`src/rtl/can_header_decoder.sv`:
```
// can_header_decoder
// ------------------
// Walks the arbitration and control fields of a classical or FD CAN frame,
// one bus sample per sample-point strobe, and presents the decoded header
// (identifier, IDE, RTR/RRS, EDL, BRS, ESI, DLC) with a one-cycle HDR_VALID
// pulse. A recessive-run counter detects bus idle (11 recessive samples), so
// that start-of-frame is only accepted on an idle bus.
//
// Ports
//   clk        system clock, all state changes on the rising edge
//   reset      synchronous, active-high
//   SP         sample-point strobe, one clk wide; qualifies RX and STUFF
//   RX         sampled bus bit (0 dominant, 1 recessive)
//   STUFF      current sample is a stuff bit
//   ABORT      error seen elsewhere; drop the frame and wait for bus idle
//   ID[28:0]   identifier; base frame in [10:0], extended base part in
//              [28:18] and extension in [17:0]
//   IDE        identifier-extension bit
//   RTR        raw RTR (classical) or RRS (FD) bit
//   EDL        FDF bit (r0 in base frames, r1 in extended frames)
//   BRS, ESI   FD-only flags, 0 when EDL=0
//   DLC[3:0]   data length code
//   HDR_VALID  one-cycle pulse when all header outputs have been updated
//   BUSY       high while a frame is being tracked (not WAIT_IDLE / IDLE)

module can_header_decoder (
  input  logic        clk,
  input  logic        reset,
  input  logic        SP,
  input  logic        RX,
  input  logic        STUFF,
  input  logic        ABORT,
  output logic [28:0] ID,
  output logic        IDE,
  output logic        RTR,
  output logic        EDL,
  output logic        BRS,
  output logic        ESI,
  output logic [3:0]  DLC,
  output logic        HDR_VALID,
  output logic        BUSY
);

  // Field-level states of the header walk. WAIT_IDLE and IDLE are the only
  // states in which the block is not considered busy.
  typedef enum logic [3:0] {
    WAIT_IDLE,
    IDLE,
    BASE_ID,
    SRR_RTR,
    IDE_BIT,
    EXT_ID,
    EXT_RTR,
    FDF_BIT,
    R0_BIT,
    RES_BIT,
    BRS_BIT,
    ESI_BIT,
    DLC_BITS,
    TRAIL
  } state_t;

  localparam logic [3:0] IDLE_RUN = 4'd11;

  state_t      state;
  logic [3:0]  runCnt;
  logic [3:0]  runNext;
  logic        idleReached;
  logic [4:0]  bitCnt;

  logic [28:0] shId;
  logic        shIde;
  logic        shRtr;
  logic        shEdl;
  logic        shBrs;
  logic        shEsi;
  logic [3:0]  shDlc;

  // Next value of the recessive-run counter for the current sample. Every
  // sample counts, stuff bits included: a recessive sample extends the run
  // (saturating at 11) and a dominant one restarts it. idleReached tells the
  // FSM that this sample completes an idle period.
  always_comb begin
    runNext = runCnt;
    if (RX) begin
      if (runCnt != IDLE_RUN) begin
        runNext = runCnt + 4'd1;
      end
    end else begin
      runNext = 4'd0;
    end
    idleReached = (runNext == IDLE_RUN);
  end

  // BUSY is a pure decode of the state register, so it changes in the cycle
  // after the SP that moved the FSM.
  assign BUSY = (state != WAIT_IDLE) && (state != IDLE);

  // Main sequencer. The header is assembled in shadow registers while the
  // fields go by; the visible outputs only change together with HDR_VALID,
  // so the downstream stage never sees a half-built header. ABORT takes
  // priority over a simultaneous SP and throws the partial header away
  // without touching the outputs. Stuff samples feed the run counter but
  // leave field state and bit counters alone, which stretches the current
  // field by one sample point. The identifier is shifted in MSB first as a
  // single 29-bit shift register: after 11 bits a base ID sits in [10:0],
  // and after 18 more the base part has moved up into [28:18].
  always_ff @(posedge clk) begin
    if (reset) begin
      state     <= WAIT_IDLE;
      runCnt    <= 4'd0;
      bitCnt    <= 5'd0;
      shId      <= 29'd0;
      shIde     <= 1'b0;
      shRtr     <= 1'b0;
      shEdl     <= 1'b0;
      shBrs     <= 1'b0;
      shEsi     <= 1'b0;
      shDlc     <= 4'd0;
      ID        <= 29'd0;
      IDE       <= 1'b0;
      RTR       <= 1'b0;
      EDL       <= 1'b0;
      BRS       <= 1'b0;
      ESI       <= 1'b0;
      DLC       <= 4'd0;
      HDR_VALID <= 1'b0;
    end else begin
      HDR_VALID <= 1'b0;
      if (ABORT) begin
        state  <= WAIT_IDLE;
        runCnt <= 4'd0;
        bitCnt <= 5'd0;
        shId   <= 29'd0;
        shIde  <= 1'b0;
        shRtr  <= 1'b0;
        shEdl  <= 1'b0;
        shBrs  <= 1'b0;
        shEsi  <= 1'b0;
        shDlc  <= 4'd0;
      end else if (SP) begin
        runCnt <= runNext;
        unique case (state)
          WAIT_IDLE: begin
            if (idleReached) begin
              state <= IDLE;
            end
          end
          IDLE: begin
            if (!STUFF && !RX) begin
              state  <= BASE_ID;
              bitCnt <= 5'd0;
              shId   <= 29'd0;
              shIde  <= 1'b0;
              shRtr  <= 1'b0;
              shEdl  <= 1'b0;
              shBrs  <= 1'b0;
              shEsi  <= 1'b0;
              shDlc  <= 4'd0;
            end
          end
          BASE_ID: begin
            if (!STUFF) begin
              shId <= {shId[27:0], RX};
              if (bitCnt == 5'd10) begin
                state  <= SRR_RTR;
                bitCnt <= 5'd0;
              end else begin
                bitCnt <= bitCnt + 5'd1;
              end
            end
          end
          SRR_RTR: begin
            if (!STUFF) begin
              shRtr <= RX;
              state <= IDE_BIT;
            end
          end
          IDE_BIT: begin
            if (!STUFF) begin
              shIde  <= RX;
              bitCnt <= 5'd0;
              state  <= RX ? EXT_ID : FDF_BIT;
            end
          end
          EXT_ID: begin
            if (!STUFF) begin
              shId <= {shId[27:0], RX};
              if (bitCnt == 5'd17) begin
                state  <= EXT_RTR;
                bitCnt <= 5'd0;
              end else begin
                bitCnt <= bitCnt + 5'd1;
              end
            end
          end
          EXT_RTR: begin
            if (!STUFF) begin
              shRtr <= RX;
              state <= FDF_BIT;
            end
          end
          FDF_BIT: begin
            if (!STUFF) begin
              shEdl  <= RX;
              bitCnt <= 5'd0;
              if (RX) begin
                state <= RES_BIT;
              end else if (shIde) begin
                state <= R0_BIT;
              end else begin
                state <= DLC_BITS;
              end
            end
          end
          R0_BIT: begin
            if (!STUFF) begin
              state <= DLC_BITS;
            end
          end
          RES_BIT: begin
            if (!STUFF) begin
              state <= BRS_BIT;
            end
          end
          BRS_BIT: begin
            if (!STUFF) begin
              shBrs <= RX;
              state <= ESI_BIT;
            end
          end
          ESI_BIT: begin
            if (!STUFF) begin
              shEsi  <= RX;
              bitCnt <= 5'd0;
              state  <= DLC_BITS;
            end
          end
          DLC_BITS: begin
            if (!STUFF) begin
              shDlc <= {shDlc[2:0], RX};
              if (bitCnt == 5'd3) begin
                state     <= TRAIL;
                bitCnt    <= 5'd0;
                HDR_VALID <= 1'b1;
                ID        <= shId;
                IDE       <= shIde;
                RTR       <= shRtr;
                EDL       <= shEdl;
                BRS       <= shBrs;
                ESI       <= shEsi;
                DLC       <= {shDlc[2:0], RX};
              end else begin
                bitCnt <= bitCnt + 5'd1;
              end
            end
          end
          TRAIL: begin
            if (idleReached) begin
              state <= IDLE;
            end
          end
          default: begin
            state <= WAIT_IDLE;
          end
        endcase
      end
    end
  end

endmodule

```
`config.mk`:
```
export PLATFORM = sky130hd
export DESIGN_NAME = can_header_decoder
export DESIGN_NICKNAME = d
export VERILOG_FILES = /design/src/rtl/can_header_decoder.sv
export SDC_FILE = /design/constraint.sdc
export NUM_CORES = 1
export LEC_CHECK = 0
export BUFFER_PORTS_ARGS = -buffer_cell sky130_fd_sc_hd__buf_2
export CAP_MARGIN = 20
export CORE_MARGIN = 2
export CORE_UTILIZATION = 40
export DETAILED_ROUTE_END_ITERATION = 6
export GPL_TIMING_DRIVEN = 0
export SLEW_MARGIN = 20
export SYNTH_ARGS = -nofsm -noshare
export SYNTH_HDL_FRONTEND = slang
export SYNTH_SLANG_ARGS = --single-unit
```
`constraint.sdc`:
```
create_clock -name clk -period 2.5 [get_ports clk]
set_input_delay 0 -clock clk [delete_from_list [all_inputs] [get_ports clk]]
set_output_delay 0 -clock clk [all_outputs]
set_load 0.02 [all_outputs]
```
======== After elaboration in Yosys (flattened, before gate mapping) ========
Cells that the tools add are included.
word-level totals
  flip-flop bits (word level) ............. 89
  output and inout port bits .............. 40
  logic and storage cells ................. 137
operators by class
  add/subtract/negate cells ............... 2
  eq/ne operators ......................... 38
  muxes and demuxes ....................... 44
  bitwise logic cells ..................... 4
  reductions and logical operators ........ 31
operators with widths
  kind                   count
  $mux W4                17
  $mux W29               2
  $pmux W29 S2           1
  $pmux W4 S12           1
  $mux W5                8
  $ne A2 B2 Y1 const B   18
  $eq A4 B4 Y1 const B   7
  $reduce_and A4 Y1      7
  $pmux W5 S5            1
  $eq A4 B3 Y1 const B   4
  $reduce_and A16 Y1     1
  $reduce_bool A2 Y1     7
  $mux W3                4
  $pmux W1 S2            5
  $reduce_or A2 Y1       5
  $eq A4 B2 Y1 const B   2
  $reduce_and A7 Y1      1
  $pmux W3 S2            1
  $add A5 B1 Y5 const B  1
  $eq A5 B2 Y1 const B   1
  $eq A5 B4 Y1 const B   1
  $eq A5 B5 Y1 const B   1
  $reduce_and A5 Y1      1
  $reduce_bool A5 Y1     1
  other kinds (14)       21

======== Logic depth before layout (Yosys ltp) ========
  word-level depth ........................ 6
  depth in mapped cells ................... 9

======== Least setup slack after synthesis ========
No wires, ideal clock.
  kind .................................... register to register
  from .................................... register bitCnt[0]
  to ...................................... register DLC[0]
  library setup time ...................... 0.132 ns
  data arrival time ....................... 1.852 ns
  data required time ...................... 2.368 ns
  path slack .............................. 0.516 ns
  cell stages (with the launch flop) ...... 9
  path buffers ............................ 2
  period minus slack after synthesis ...... 1.984 ns
  path through ............................ dfxtp_1 ha_1 inv_1 or4_4 or3_1 buf_2 buf_2 nand2_1 a21oi_1
on the way
  word-level cells in the longest chain between the ends .. 2
ends and longest elaborated chain
  what                                RTL line  text
  start, declared                     69        logic [4:0] bitCnt;
  start signal, assigned              169       bitCnt <= bitCnt + 5'd1;
  start signal, assigned              193       bitCnt <= bitCnt + 5'd1;
  start signal, assigned              254       bitCnt <= bitCnt + 5'd1;
  $eq A5 B2 Y1                        242       if (bitCnt == 5'd3) begin
  $reduce_and A5 Y1 (no source line)  n/a
  end signal, assigned                252       DLC <= {shDlc[2:0], RX};
  end, declared                       39        output logic [3:0] DLC,
No other way between the ends.
A chain may end at the register's enable or synchronous reset.

======== Worst setup path in the final report ========
  from .................................... register bitCnt[1]
  to ...................................... register DLC[1]
Same word-level chain as after synthesis.

==> impl_metrics.csv <==
group,metric,value,unit
layout,syn_to_final_growth,15.54,%
layout,fin_cells,645,
layout,insertedDiodeCount,0,
grt,grt_start_max_net_pins,17,
power_and_ir_drop,peakVddDrop,0.2996,mV
drt,dr.pass1.iters,4,
drt,drc,0,
placement,dp_cells,629,
sta,holdWs,0.01241,ns
die,fp-row-count,35,
layout,final_util,47.52,%
die,dieArea,10300,sq um
setup_path,critPathRequiredTime,2.75,ns
synth,netlist.area_leader.share,46.89,%
grt,grt_antenna_before_repair,0,
grt,grt_pass1_vias,3095,
synth,synth_nets,466,
synth,synth_top_family_by_area,"simple AND/OR/NAND/NOR gates",
die,die_h,101.5,um
sta,fmax,0.4495,GHz
clock_tree,ctsLongestPathBuffers,2,
power_and_ir_drop,power_density,570.9,nW/um^2
placement,io_buffers,44,
clock_tree,cts_buffers,9,
synth,synth_area_leaders,"dfxtp_1, nand2_1, a22oi_1",
synth,synth-edff-count,0,
layout,drive_gt1_share,16.67,%
synth,syn_area,3800,sq um
drt,wl_per_cell,13.97,um
setup_path,crit_type,"flop to flop",
flow_run,cap_violations,0,
synth,post-synth-top-count-cell,"nand2_1",
synth,synth.area.mux_share,1.054,%
drt,ant_nets,0,
layout,multiInputGateArea,1819,sq um
layout,fillers,956,
synth,synthFlopType,"dfxtp_1",
layout,final_nets,521,
placement,hpwlAfterDp,6339,um
synth,post_synth.cell_area_avg,8.333,sq um
setup_path,rr_worst_depth,8,
synth,synth_compound_area_share,21.53,%
clock_tree,clk_latency,0.37,ns
sta,fin_skew,0.01262,ns
placement,place_congestion,0.8431,
synth,postSynth.asyncResetShare,0,%
clock_tree,post_cts_buffers,0,
sta,hold_violations,0,
clock_tree,h-tree-depth,3,
sta,rsz0062_at_grt,"false",
synth,ys_types,58,
drt,via_per_inst,5.161,
sta,fin_crit_sh,88.98,%
synth,ys_top_cells_by_count,"nand2_1, dfxtp_1, a21oi_1",
status,outcome,"finished clean",
synth,synth_area_leader_cell,"dfxtp_1",
layout,final-seq-area,1782,sq um
power_and_ir_drop,p_leak,0.001579,uW
hold_path,hold_path_depth,3,
setup_path,path_max_fanout,10,
grt,grt_overflow,0,
synth,yosys.area_share.simple,23.11,%
synth,synthesis.instances,456,
sta,finalSetupTns,0,ns
synth,synth.ff_latch_count,89,
drt,dr_total_vias,3329,
clock_tree,cts.sinks,89,
sta,setup_viol,0,
synth,synth_fa_ha_area_share,1.317,%
synth,yosysWarnings,0,
die,die_w,101.5,um
clock_tree,cts_tree,"yes",
hold_path,hp-class,"input port to flop",
grt,track_usage,18.83,%
setup_path,cp.arrival,2.47,ns
clock_tree,cts_root_buf,"clkbuf_8",
synth,synth_seq_area_share,46.89,%
clock_tree,clk_pin_slew_worst_paths,0.10,ns
power_and_ir_drop,power,2507,uW
sta,slew_violations,0,
die,fp.coreArea,9240,sq um
synth,synth_xor_xnor_area_share,0.6915,%
sta,period_minus_slack,2.225,ns
grt,grt_first_pass_wirelength,15270,um
die,pin_count,46,
sta,worst_slew_pin_slew,0.7015,ns
drt,first_iter_violations,129,
setup_path,endpoint_kind,"flop",
sta,relSlewSlack,52.92,%
drt,drt-total-wl,9008,um
die,initial_core_util,41.12,%
setup_path,start_kind,"flop",
[cells in the final DEF, fill, tap and decap left out, types with 3 or more instances in the layout]
cell	Yosys	routed
nor2_1	49	49
clkbuf_1	18	19
nand2_1	92	92
dfxtp_1	89	89
ha_1	4	4
nand2b_1	3	3
a31oi_1	3	3
nand3_1	4	4
or3_1	6	6
inv_1	9	9
mux2i_1	4	4
nor2b_1	3	3
nor3_1	9	9
o21ai_0	7	7
clkbuf_8	0	9
buf_2	11	55
a22oi_1	36	36
buf_4	4	4
a21oi_1	52	52
[metal layers]
layer	up-vias	part of all wire, %	GRT usage, %
met5	-	0	0
met4	0	1.5	5.405
met3	10	4.4	4.486
met2	62	45	30.77
met1	1564	49	24.89
li1	1693	-	-
[cells by family (layout without fill, tap and decap cells)]
kind of cell / count (synthesis) / count (layout)
buffers and inverters: 45 / 105
AO/OA/AOI/OAI: 123 / 123
flip-flops: 89 / 89
adder cells (fa/ha/maj): 4 / 4
AND/OR/NAND/NOR: 188 / 188
XOR/XNOR: 3 / 3
multiplexers: 4 / 4
[path summary, 6_finish.rpt]
check / slack [ns] / endpoint / startpoint
worst max-delay path: 0.28 / DLC[1] / bitCnt[1]
worst min-delay path: 0.01 / bitCnt[3] / ABORT
worst max register to register: 0.28 / DLC[1] / bitCnt[1]
worst min register to register: 0.45 / ID[28] / shId[28]
[timing repair]
action / CTS / global route
hold buffers: 0 / 0
gates resized for setup: 0 / 1
endpoints found under the setup margin: 0 / 2
[power breakdown]
group	total (uW)	switching [uW]	internal [uW]
clock	1020	545	477
sequential	1420	0.790	1420
combinational	67.7	52.2	15.5
[registers in the layout, indices dropped and copies added, names as in the netlist]
register / flops
shEdl: 1
DLC: 4
runCnt: 4
RTR: 1
state: 4
ESI: 1
IDE: 1
ID: 29
EDL: 1
bitCnt: 5
shBrs: 1
shRtr: 1
HDR_VALID: 1
BRS: 1
shDlc: 3
shId: 29
shEsi: 1
shIde: 1
[metrics by stage]
stage / setup slack [ns] / cell area (sq um)
detailed placement: 0.2852 / 4182
finish: 0.2755 / 4390
global placement: 0.2948 / 4182
global route: 0.09187 / 4390
CTS: 0.2619 / 4384
floorplan: 0.5156 / 3800
[final cells by class]
type | instances | area share [%]
clock buffers | 10 | 2.907
inverters | 9 | 0.7695
flip-flops and latches | 89 | 40.58
repair buffers | 44 | 5.016
multi-input cells | 322 | 41.44
well taps | 129 | 3.676
plain buffers | 36 | 3.904
clock inverters | 6 | 1.710
[worst max-delay path, cell delays in order, from the launching register on]
cell     delay [ns]
dfxtp_1        0.43
ha_1           0.23
inv_1          0.07
or4_4          0.47
or3_1          0.36
buf_2          0.21
buf_2          0.20
nand2_1        0.08
a21oi_1        0.06
No activity file was read; power rests on OpenSTA's default activity.
